<file path="config.mk">
export PLATFORM = sky130hd
export DESIGN_NAME = hdlc_flag_framer_tx
export DESIGN_NICKNAME = d
export VERILOG_FILES = /design/src/rtl/hdlc_flag_framer_tx.sv
export SDC_FILE = /design/constraint.sdc
export NUM_CORES = 1
export LEC_CHECK = 0
export CELL_PAD_IN_SITES_DETAIL_PLACEMENT = 1
export CELL_PAD_IN_SITES_GLOBAL_PLACEMENT = 1
export CORE_UTILIZATION = 45
export DETAILED_ROUTE_END_ITERATION = 12
export PLACE_DENSITY = 0.87
export SYNTH_ARGS = -nofsm -noshare
export SYNTH_HDL_FRONTEND = slang
export SYNTH_SLANG_ARGS = --single-unit
</file>
<file path="constraint.sdc">
create_clock -name clk -period 4.1 [get_ports clk]
set_input_delay 1.025 -clock clk [delete_from_list [all_inputs] [get_ports clk]]
set_output_delay 1.025 -clock clk [all_outputs]
set_load 0.03 [all_outputs]
</file>
<file path="src/rtl/hdlc_flag_framer_tx.sv">
// hdlc_flag_framer_tx
//   Bit-serial HDLC-style frame transmitter. It takes payload bytes over a
//   valid/ready handshake and sends one bit per clock: an opening flag, then
//   the payload LSB first with a zero stuffed after every run of STUFF_RUN
//   ones, then a closing flag. If the payload runs dry before a byte marked
//   last, it sends ABORT_ONES ones instead of the closing flag.
// Ports
//   clk        in   rising-edge clock
//   rst        in   asynchronous active-high reset
//   din[7:0]   in   payload byte
//   din_valid  in   din is valid
//   din_last   in   din is the final byte of the frame
//   din_ready  out  holding register empty (transfer = din_valid & din_ready)
//   so         out  serial bit, registered (1 when idle)
//   so_valid   out  so carries frame/abort bits
//   busy       out  transmitter not idle
//   done       out  one-cycle pulse with the last closing-flag bit
//   abort      out  one-cycle pulse with the last abort bit
module hdlc_flag_framer_tx #(
  parameter logic [7:0] FLAG       = 8'h7E,
  parameter int         STUFF_RUN  = 5,
  parameter int         ABORT_ONES = 7
) (
  input  logic       clk,
  input  logic       rst,
  input  logic [7:0] din,
  input  logic       din_valid,
  input  logic       din_last,
  output logic       din_ready,
  output logic       so,
  output logic       so_valid,
  output logic       busy,
  output logic       done,
  output logic       abort
);

  localparam logic [2:0] STUFF_RUN_C  = 3'(STUFF_RUN);
  localparam logic [2:0] ABORT_LAST_C = 3'(ABORT_ONES - 1);

  typedef enum logic [2:0] {
    S_IDLE  = 3'd0,
    S_OPEN  = 3'd1,
    S_DATA  = 3'd2,
    S_STUFF = 3'd3,
    S_CLOSE = 3'd4,
    S_ABORT = 3'd5
  } state_t;

  // State describes the bit that is on so during the current cycle; the
  // combinational block picks the bit (and state) for the following cycle.
  state_t     state_r, state_nxt;
  logic [2:0] bit_cnt_r, bit_nxt;
  logic [2:0] ones_r, ones_nxt;      // consecutive payload ones, including the bit on so
  logic [7:0] byte_r;                // byte currently being serialised
  logic       byte_last_r;
  logic [7:0] hold_data_r;
  logic       hold_last_r;
  logic       hold_full_r;
  logic       so_r, so_nxt;
  logic       busy_r, done_r, abort_r;
  logic       done_nxt, abort_nxt;
  logic       unload_s, load_s, byte_end_s;

  function automatic logic [2:0] next_ones(input logic b, input logic [2:0] n);
    return b ? (n + 3'd1) : 3'd0;
  endfunction

  assign load_s    = din_valid & ~hold_full_r;
  assign din_ready = ~hold_full_r;
  assign so        = so_r;
  assign so_valid  = busy_r;
  assign busy      = busy_r;
  assign done      = done_r;
  assign abort     = abort_r;

  // Next-state, next-bit and holding-register unload decision.
  always_comb begin
    state_nxt  = state_r;
    bit_nxt    = bit_cnt_r;
    ones_nxt   = ones_r;
    so_nxt     = 1'b1;
    unload_s   = 1'b0;
    byte_end_s = 1'b0;
    case (state_r)
      S_IDLE: begin
        ones_nxt = 3'd0;
        // A byte already held (e.g. after an abort) also starts a frame.
        if (hold_full_r | din_valid) begin
          state_nxt = S_OPEN;
          bit_nxt   = 3'd0;
          so_nxt    = FLAG[0];
        end else begin
          so_nxt = 1'b1;
        end
      end
      S_OPEN: begin
        ones_nxt = 3'd0;
        if (bit_cnt_r == 3'd7) begin
          unload_s  = 1'b1;
          state_nxt = S_DATA;
          bit_nxt   = 3'd0;
          so_nxt    = hold_data_r[0];
          ones_nxt  = next_ones(hold_data_r[0], 3'd0);
        end else begin
          bit_nxt = bit_cnt_r + 3'd1;
          so_nxt  = FLAG[bit_cnt_r + 3'd1];
        end
      end
      S_DATA: begin
        if (ones_r == STUFF_RUN_C) begin
          // Shifter holds its position while the stuffed zero goes out.
          state_nxt = S_STUFF;
          so_nxt    = 1'b0;
          ones_nxt  = 3'd0;
        end else if (bit_cnt_r == 3'd7) begin
          byte_end_s = 1'b1;
        end else begin
          bit_nxt  = bit_cnt_r + 3'd1;
          so_nxt   = byte_r[bit_cnt_r + 3'd1];
          ones_nxt = next_ones(byte_r[bit_cnt_r + 3'd1], ones_r);
        end
      end
      S_STUFF: begin
        ones_nxt = 3'd0;
        if (bit_cnt_r == 3'd7) begin
          byte_end_s = 1'b1;
        end else begin
          state_nxt = S_DATA;
          bit_nxt   = bit_cnt_r + 3'd1;
          so_nxt    = byte_r[bit_cnt_r + 3'd1];
          ones_nxt  = next_ones(byte_r[bit_cnt_r + 3'd1], 3'd0);
        end
      end
      S_CLOSE: begin
        ones_nxt = 3'd0;
        if (bit_cnt_r == 3'd7) begin
          state_nxt = S_IDLE;
          bit_nxt   = 3'd0;
          so_nxt    = 1'b1;
        end else begin
          bit_nxt = bit_cnt_r + 3'd1;
          so_nxt  = FLAG[bit_cnt_r + 3'd1];
        end
      end
      S_ABORT: begin
        ones_nxt = 3'd0;
        so_nxt   = 1'b1;
        if (bit_cnt_r == ABORT_LAST_C) begin
          state_nxt = S_IDLE;
          bit_nxt   = 3'd0;
        end else begin
          bit_nxt = bit_cnt_r + 3'd1;
        end
      end
      default: begin
        state_nxt = S_IDLE;
        bit_nxt   = 3'd0;
        ones_nxt  = 3'd0;
        so_nxt    = 1'b1;
      end
    endcase

    // Byte boundary: close, continue seamlessly with the held byte (the ones
    // run carries across the boundary), or abort on underrun.
    if (byte_end_s) begin
      bit_nxt = 3'd0;
      if (byte_last_r) begin
        state_nxt = S_CLOSE;
        so_nxt    = FLAG[0];
        ones_nxt  = 3'd0;
      end else if (hold_full_r) begin
        unload_s  = 1'b1;
        state_nxt = S_DATA;
        so_nxt    = hold_data_r[0];
        ones_nxt  = next_ones(hold_data_r[0], ones_nxt);
      end else begin
        state_nxt = S_ABORT;
        so_nxt    = 1'b1;
        ones_nxt  = 3'd0;
      end
    end else begin
      bit_nxt = bit_nxt;
    end

    done_nxt  = (state_nxt == S_CLOSE) && (bit_nxt == 3'd7);
    abort_nxt = (state_nxt == S_ABORT) && (bit_nxt == ABORT_LAST_C);
  end

  // FSM state, counters and registered serial outputs.
  always_ff @(posedge clk or posedge rst) begin
    if (rst) begin
      state_r   <= S_IDLE;
      bit_cnt_r <= 3'd0;
      ones_r    <= 3'd0;
      so_r      <= 1'b1;
      busy_r    <= 1'b0;
      done_r    <= 1'b0;
      abort_r   <= 1'b0;
    end else begin
      state_r   <= state_nxt;
      bit_cnt_r <= bit_nxt;
      ones_r    <= ones_nxt;
      so_r      <= so_nxt;
      busy_r    <= (state_nxt != S_IDLE);
      done_r    <= done_nxt;
      abort_r   <= abort_nxt;
    end
  end

  // Holding register and serialiser byte.
  always_ff @(posedge clk or posedge rst) begin
    if (rst) begin
      hold_data_r <= 8'h00;
      hold_last_r <= 1'b0;
      hold_full_r <= 1'b0;
      byte_r      <= 8'h00;
      byte_last_r <= 1'b0;
    end else begin
      if (load_s) begin
        hold_data_r <= din;
        hold_last_r <= din_last;
      end
      hold_full_r <= load_s | (hold_full_r & ~unload_s);
      if (unload_s) begin
        byte_r      <= hold_data_r;
        byte_last_r <= hold_last_r;
      end
    end
  end

endmodule

</file>
== Yosys cells after proc, flatten, opt, wreduce, memory -nomap -nowiden ==
Memory sizes are Yosys's and may differ from the RTL's.
Index checks and enable logic that the tools add are counted.
Operators by class
  add/subtract/negate cells: 3
  order comparisons: 1
  equal/unequal tests: 12
  multiplexer cells: 48
  bitwise gates (word level): 6
  reductions and logical operators: 5
Operators by type and width (number)
  3-bit two-way mux: 22
  3-bit == test (second input constant): 9
  1-bit two-way mux: 20
  3-bit one-hot mux with 6 select lines: 1
  3-bit one-hot mux with 5 select lines: 1
  3-bit by 1-bit adder with 3-bit output (second input constant): 3
  3-bit one-hot mux with 3 select lines: 1
  3-bit by 2-bit == test with 1-bit output (second input constant): 2
  1-bit one-hot mux with 5 select lines: 1
  3-bit by 4-bit < comparator with 1-bit output (second input constant): 1
  1-bit binary-select mux with 3-bit select: 1
  3-bit by 1-bit == test with 1-bit output (second input constant): 1
  3-bit zero test: 1
  3-bit nonzero test: 1
  1-bit bitwise AND: 2
  1-bit logical AND: 2
  1-bit NOT: 2
  1-bit OR: 2
  1-bit one-hot mux with 2 select lines: 1
  2-bit OR reduction: 1
Word-level totals
  flip-flop bits (word level): 32
  bits in read-only memories: 8
  input port bits: 12
  output and inout bits: 6
  memories: 1
Memories
  (no name shown): depth 8, bits a word 1, read ports 1, clocked after Yosys merged registers in 0, wr ports 0, RTL line 142  | so_nxt = FLAG[bit_cnt_r + 3'd1];

== Depth between registers and ports, before layout ==
Gate-level depths: netlist of run 1.
  depth after elaboration: 12
  gate-level depth with buffers: 13

== Least setup slack after synthesis of run 1 ==
OpenSTA, ideal clock, no wires.
  kind: flip-flop to flip-flop
  from: register bit_cnt_r[0]
  to: register ones_r[2]
  library setup time: 0.137 ns
  arrival time: 3.032 ns
  data required time: 3.963 ns
  slack: 0.931 ns
  cell stages (with the launch flop): 14
  buffers on the path: 0
  path through: dfrtp_1 -> ha_1 -> ha_1 -> mux4_2 -> mux2i_2 -> nor3_1 -> a21oi_1 -> nor2_1 -> ha_1 -> nand4b_1 -> o311ai_0 -> a211o_1 -> o41ai_1 -> o31ai_1
On the way
  word-level cells in the longest chain between the ends: 12
  elaborated cells on any way between the ends: 19
  classes of those cells: add/sub: 2; eq/ne: 1; mux: 16
RTL lines
  start, declared: RTL line 52  | logic [2:0] bit_cnt_r, bit_nxt;
  start signal, assigned: RTL line 201  | bit_cnt_r <= bit_nxt;
  3-bit by 1-bit adder with 3-bit output: RTL line 120, 131
  1-bit binary-select mux with 3-bit select: RTL line 120, 131
  1-bit two-way mux (not written as such): RTL line 120, 131
  3-bit two-way mux: RTL line 65  | return b ? (n + 3'd1) : 3'd0;
  3-bit two-way mux: RTL line 115  | end else if (bit_cnt_r == 3'd7) begin
  3-bit two-way mux: RTL line 110  | if (ones_r == STUFF_RUN_C) begin
  3-bit one-hot mux with 3 select lines: RTL line 84  | case (state_r)
  3-bit by 1-bit adder with 3-bit output: RTL line 65
  3-bit two-way mux: RTL line 65
  3-bit two-way mux: RTL line 171  | end else if (hold_full_r) begin
  3-bit two-way mux: RTL line 167  | if (byte_last_r) begin
  3-bit two-way mux *: RTL line 165  | if (byte_end_s) begin
  via ones_nxt[2]: RTL line 53  | logic [2:0] ones_r, ones_nxt;
  end signal, assigned: RTL line 202  | ones_r <= ones_nxt;
  end, declared: RTL line 53
Mark *: on every way through the listed nets, which the timed path passes. The rest lies on a longest branch. The select of a mux whose other input is x is not followed.
A chain may end at the register's enable or synchronous reset.

== Worst setup path after layout of run 1 ==
Same ends and word-level chain as after synthesis.

==> impl_results.md, run 1 <==
* Top post-synthesis cells by area: dfrtp_1, mux2_2, ha_1
* Syn-to-layout area delta at 15.0%
* Min Tclk post-route at 3820 ps
* Period Utilization, post-route at 93.2%
* Crit Path Class: flop to flop
* Hold WC Path Type: flop to flop
* Status: finished, final reports clean
* Vias at 1537
* Worst setup EP type: flop
* Pleak at 0.912 nW
* Antenna Nets Post-Route at 0
* PortBufs at 17
* Die H at 66.7 um
* Most common cell after layout, fill and taps aside: dfrtp_1
* Buf/Inv on CP at 1
* Clk_skew at 8.91 ps
* Cell variety after synth at 51
* Yosys top cell area share at 41.2%
* Cells after Synth at 180
* Synth Area in XOR/XNOR at 0%
* Power per Cell Area at 713 mW/mm^2
* WL/cell at 21.6 um
* Final WL at 5.32 mm
* Clk root buf: clkbuf_8
* Die area at 0.00444 sq mm
* Placed cell area at 0.00207 sq mm
* 1st-iter DRT viols at 98
* Final setup viols at 0
* Placed cells at 238
* GPL Wtd Cong at 0.960
* Post-synth EDFFs at 0
* Width of the die at 66.7 um
* Worst-path cell chain: ha_1 > ha_1 > mux4_2 > mux2i_2 > nor3_1 > a21oi_1 > nor2_1 > ha_1 > inv_1 > o311ai_0 > a211o_1 > o41ai_1 > o31ai_1
* Fraction of registers with async set/reset at 100%
* Largest stage delay on the critical path at 520 ps
* Adder-cell share of the synthesized area at 5.32%
* Hold path depth at 1
* Nets@finish at 215
* HPWL after DPL at 3.66 mm
* Initial antenna violation count at 0
* Syn Area/Cell at 10.5 sq um
* First-pass GRT wire length at 8.71 mm
* IO Pins at 18
* Ys flop type: dfrtp_1
* CTS resizes at 0
* Fraction of layout cells with a size suffix above 1 at 18.9%
* Final Hold Fails at 0
* Final instance area at 0.00216 sq mm
* Post-Syn Nets at 200
* Cts bufs inserted at 5
* Starting Density at 47.0%
* Site Rows at 23
* Multiplexer area fraction after synthesis at 13.3%
* DR pass1 iterations at 4
* Peak VDD IR at 0.418 mV
* Max_cap viols at 0
* Core Area at 0.00400 sq mm
* Worst-Margin Slew at 905 ps
* Setup tns final at 0 ps
* Synth Area in Compound Gates at 16.4%
* Top delay family on crit path: compound AO/OA/AOI/OAI gates
* Slowest CP cell: mux4_2
* Post-synthesis cell area at 0.00188 sq mm
* Register area share after synthesis at 42.6%
* Fmax at 262 MHz
* # DRC at 0
* Largest fanout on the critical path at 8
* Ys Warns at 0
* DR vias/cell at 6.25
* RSZ-0062 raised after global routing: no
* Worst-path clk slew at 70 ps
* #FFs+latches synth at 32
* WP data required at 4250 ps
* Post-CTS setup buffer count at 0
* Final non-filler cell total at 246
* Post-Synth Simple-Gate Area at 17.0%
* Levels on crit path at 13
* Most area-hungry cell type in the Yosys netlist: dfrtp_1
* CP Launch Type: flop
* Gr ovfl total at 0
* Cell mode on critical path: ha_1
* CTS Sinks at 32
* CP arrival at 3970 ps
* Relative slew slack at 39.5%
* Most frequent cells in the layout: dfrtp_1, mux2_2, clkdlybuf4s50_1
* ANT cells at 0
* R2R setup slack at 280 ps
* Clock latency on the worst-skew pair at 290 ps
* CTS tree: yes
* Tot GR Track Use at 27.5%
* Bufs on Longest Clock Path at 2
* Largest family of logic cells by synthesized area: simple AND/OR/NAND/NOR gates
* Largest net degree at the start of global routing at 33
* Hold-fix buffers, CTS at 0
* Vias in the first global route at 1671
* FF-to-FF path depth at 13
* H-tree depth at 2
* Slew Viols, Final at 0
* Fill cells at 436
[report_power, final]
part | internal, W | switching, W | leakage (nW)
combinational | 0.000306 | 0.000366 | 0.479
clock | 0.000136 | 0.000124 | 0.0445
sequential | 0.000451 | 0.000159 | 0.388
total | 0.000894 | 0.000648 | 0.912
[synthesized netlist by cell type, drive strengths merged, types with 2 or more instances]
cell / n
nand3: 5
a211oi: 2
a32oi: 2
nor3b: 3
nand3b: 5
dfrtp: 31
nand2: 11
ha: 8
mux2: 17
nor3: 4
buf: 5
and3: 6
nand2b: 3
inv: 13
o21ai: 5
mux4: 2
o32ai: 2
o31ai: 2
clkbuf: 5
nor2b: 2
a21oi: 13
or3: 2
nor2: 10
[per-layer routing]
layer | share of wire, % | routed length (um) | vias to the layer above | global-route usage, %
met2 | 53 | 2820 | 57 | 46.8
met1 | 40 | 2110 | 776 | 32.3
met4 | 2.9 | 152 | 0 | 12.8
met3 | 4.5 | 240 | 16 | 6.51
li1 | - | - | 688 | -
met5 | 0 | 0 | - | 0
[registers in the layout, indices dropped and copies added, names as in the netlist]
name,cells
ones_r,3
hold_full_r,1
bit_cnt_r,3
hold_last_r,1
so,1
byte_last_r,1
busy,1
done,1
state_r,3
abort,1
byte_r,8
hold_data_r,8
[kinds of logic (layout without fill, tap and decap cells)]
group                    count (synthesis)  count (layout)
buffers and inverters                   23              39
flip-flops                              32              32
AND/OR/NAND/NOR                         57              57
adder cells (fa/ha/maj)                  8               8
multiplexers                            20              20
AO/OA/AOI/OAI                           40              40
[worst paths after layout]
check                             start          end
hold reg to reg             hold_last_r  byte_last_r
setup reg to reg           bit_cnt_r[0]    ones_r[2]
setup / recovery           bit_cnt_r[0]    ones_r[2]
hold / removal              hold_last_r  byte_last_r
max in group asynchronous           rst           so
min in group asynchronous           rst         done
[stage by stage]
step | power (W) | utilization [%] | setup slack, ps | hold WS, ps
after global placement | 0.00119 | 51.7 | 775 | 472
after global routing | 0.00163 | 54.1 | 46.1 | 516
after CTS | 0.00154 | 54.1 | 388 | 501
after detailed placement | 0.00126 | 51.7 | 459 | 472
final | 0.00154 | 54.1 | 281 | 492
after floorplan | 0.00106 | - | 931 | 452
[cell type report]
type	instances	area, sq um	share of cell area (%)
Multi-Input combinational cell	125	978	45.2
Sequential cell	32	802	37.1
Timing Repair Buffer	18	178	8.21
Clock buffer	7	86.3	3.99
Tap cell	50	62.6	2.89
Inverter	13	48.8	2.26
Clock inverter	1	7.51	0.347
No activity file was read; power rests on OpenSTA's default activity.
==> run 2: changes to the inputs <==
Settings changed: CORE_ASPECT_RATIO set to 0.7, CORE_UTILIZATION 45 to 47, CTS_BUF_LIST set to sky130_fd_sc_hd__clkbuf_8, PLACE_DENSITY 0.87 to 0.9.
==> impl_results.md, run 2 (same netlist as run 1, synthesis figures left out) <==
* CP Launch Type: flop
* Hold-fix buffers, CTS at 0
* HPWL after DPL at 3.69 mm
* CTS tree: yes
* Pleak at 0.921 nW
* Fraction of layout cells with a size suffix above 1 at 19.3%
* CTS resizes at 0
* Vias in the first global route at 1583
* Largest net degree at the start of global routing at 33
* DR pass1 iterations at 4
* # DRC at 0
* Top delay family on crit path: multiplexers
* Min Tclk post-route at 3690 ps
* First-pass GRT wire length at 8.16 mm
* Pre-CTS WS at 497 ps
* Post-CTS setup buffer count at 0
* Starting Density at 51.3%
* Nets@finish at 216
* Max_cap viols at 0
* CP arrival at 3850 ps
* Most frequent cells in the layout: dfrtp_1, mux2_2, clkdlybuf4s50_1
* Placed cells at 239
* Site Rows at 18
* Initial antenna violation count at 0
* Gr ovfl total at 0
* Largest stage delay on the critical path at 530 ps
* Antenna Nets Post-Route at 0
* WL/cell at 20.4 um
* Cell mode on critical path: ha_1
* IO Pins at 18
* Relative slew slack at 42.8%
* Period Utilization, post-route at 90.0%
* Slowest CP cell: mux4_2
* Final Hold Fails at 0
* Worst-Margin Slew at 857 ps
* GPL Wtd Cong at 0.935
* H-tree depth at 2
* Worst-path cell chain: ha_1 > ha_1 > mux4_2 > mux2i_2 > nor3_1 > nand2b_1 > ha_1 > inv_1 > o311ai_0 > a211o_1 > o41ai_1 > o31ai_1
* 1st-iter DRT viols at 241
* Fmax at 271 MHz
* Most common cell after layout, fill and taps aside: dfrtp_1
* Status: finished, final reports clean
* Worst-path clk slew at 70 ps
* RSZ-0062 raised after global routing: no
* Worst setup EP type: flop
* Syn-to-layout area delta at 15.4%
* Final worst setup slack at 410 ps
* Final setup viols at 0
* Cts bufs inserted at 5
* Core Area at 0.00367 sq mm
* Largest fanout on the critical path at 8
* PortBufs at 17
* Width of the die at 77.6 um
* Hold WC Path Type: flop to flop
* DR vias/cell at 6.26
* Power per Cell Area at 709 mW/mm^2
* Fill cells at 398
* Peak VDD IR at 0.357 mV
* Buf/Inv on CP at 1
* Register area at 802 sq um
* Clk root buf: clkbuf_8
* Clk_skew at 5.31 ps
* Bufs on Longest Clock Path at 2
* ANT cells at 0
* Final core occ at 59.1%
* Setup tns final at 0 ps
* WP data required at 4260 ps
* Area of the multi-input gates at 978 sq um
* Die H at 54.9 um
* CTS Sinks at 32
* Slew Viols, Final at 0
* Final WL at 5.04 mm
* Final non-filler cell total at 247
* Tot GR Track Use at 26.8%
* Largest regs: byte_r x8, hold_data_r x8
* Clock latency on the worst-skew pair at 280 ps
* Crit Path Class: flop to flop
* Die area at 0.00426 sq mm
* Vias at 1545
-- run 2: cell types whose count changed in the layout (fill, tap and decap cells not counted) --
cell      delta
clkbuf_1     -1
inv_1        +1
buf_4        +1
-- run 2: cell type report --
type	instances	share of cell area, %
multi-input cells	125	45.1
flip-flops and latches	32	36.9
repair buffers	19	8.53
clock buffers	6	3.80
well taps	50	2.88
inverters	13	2.25
clock inverters	2	0.519
-- run 2: report_power, final --
group	internal, W	switching, W	total (W)
combinational	0.000312	0.000386	0.000697
clock	0.000134	0.000122	0.000256
sequential	0.000452	0.000135	0.000586
-- run 2: metal layers --
metal	wire [um]	part of all wire (%)	track usage, %
met4	135	2.7	16.0
met2	2420	48	44.7
met5	0	0	0
met1	2090	42	32.8
met3	391	7.8	6.56
-- run 2: path summary, 6_finish.rpt --
kind	start	end	slack [ps]	depth (start not counted)
min in group asynchronous	rst	abort	1130	3
worst max-delay path	bit_cnt_r[0]	ones_r[2]	410	12
worst min register to register	hold_last_r	byte_last_r	490	1
max in group asynchronous	rst	so	2630	3
worst min-delay path	hold_last_r	byte_last_r	490	1
worst max register to register	bit_cnt_r[0]	ones_r[2]	410	12
-- run 2: worst reg2reg max path: stages, from the launching register on --
cell and delay, ps:
dfrtp_1 460, ha_1 270, ha_1 350, mux4_2 530, mux2i_2 410, nor3_1 140
nand2b_1 190, ha_1 260, inv_1 140, o311ai_0 130, a211o_1 300, o41ai_1 270
o31ai_1 120
-- run 2: stage by stage --
step	cell area (sq um)	hold slack, ps	total power, W
after floorplan	1880	452	0.00106
after global placement	2080	475	0.00120
after detailed placement	2080	498	0.00127
after CTS	2170	496	0.00154
after global routing	2170	508	0.00164
final	2170	492	0.00154
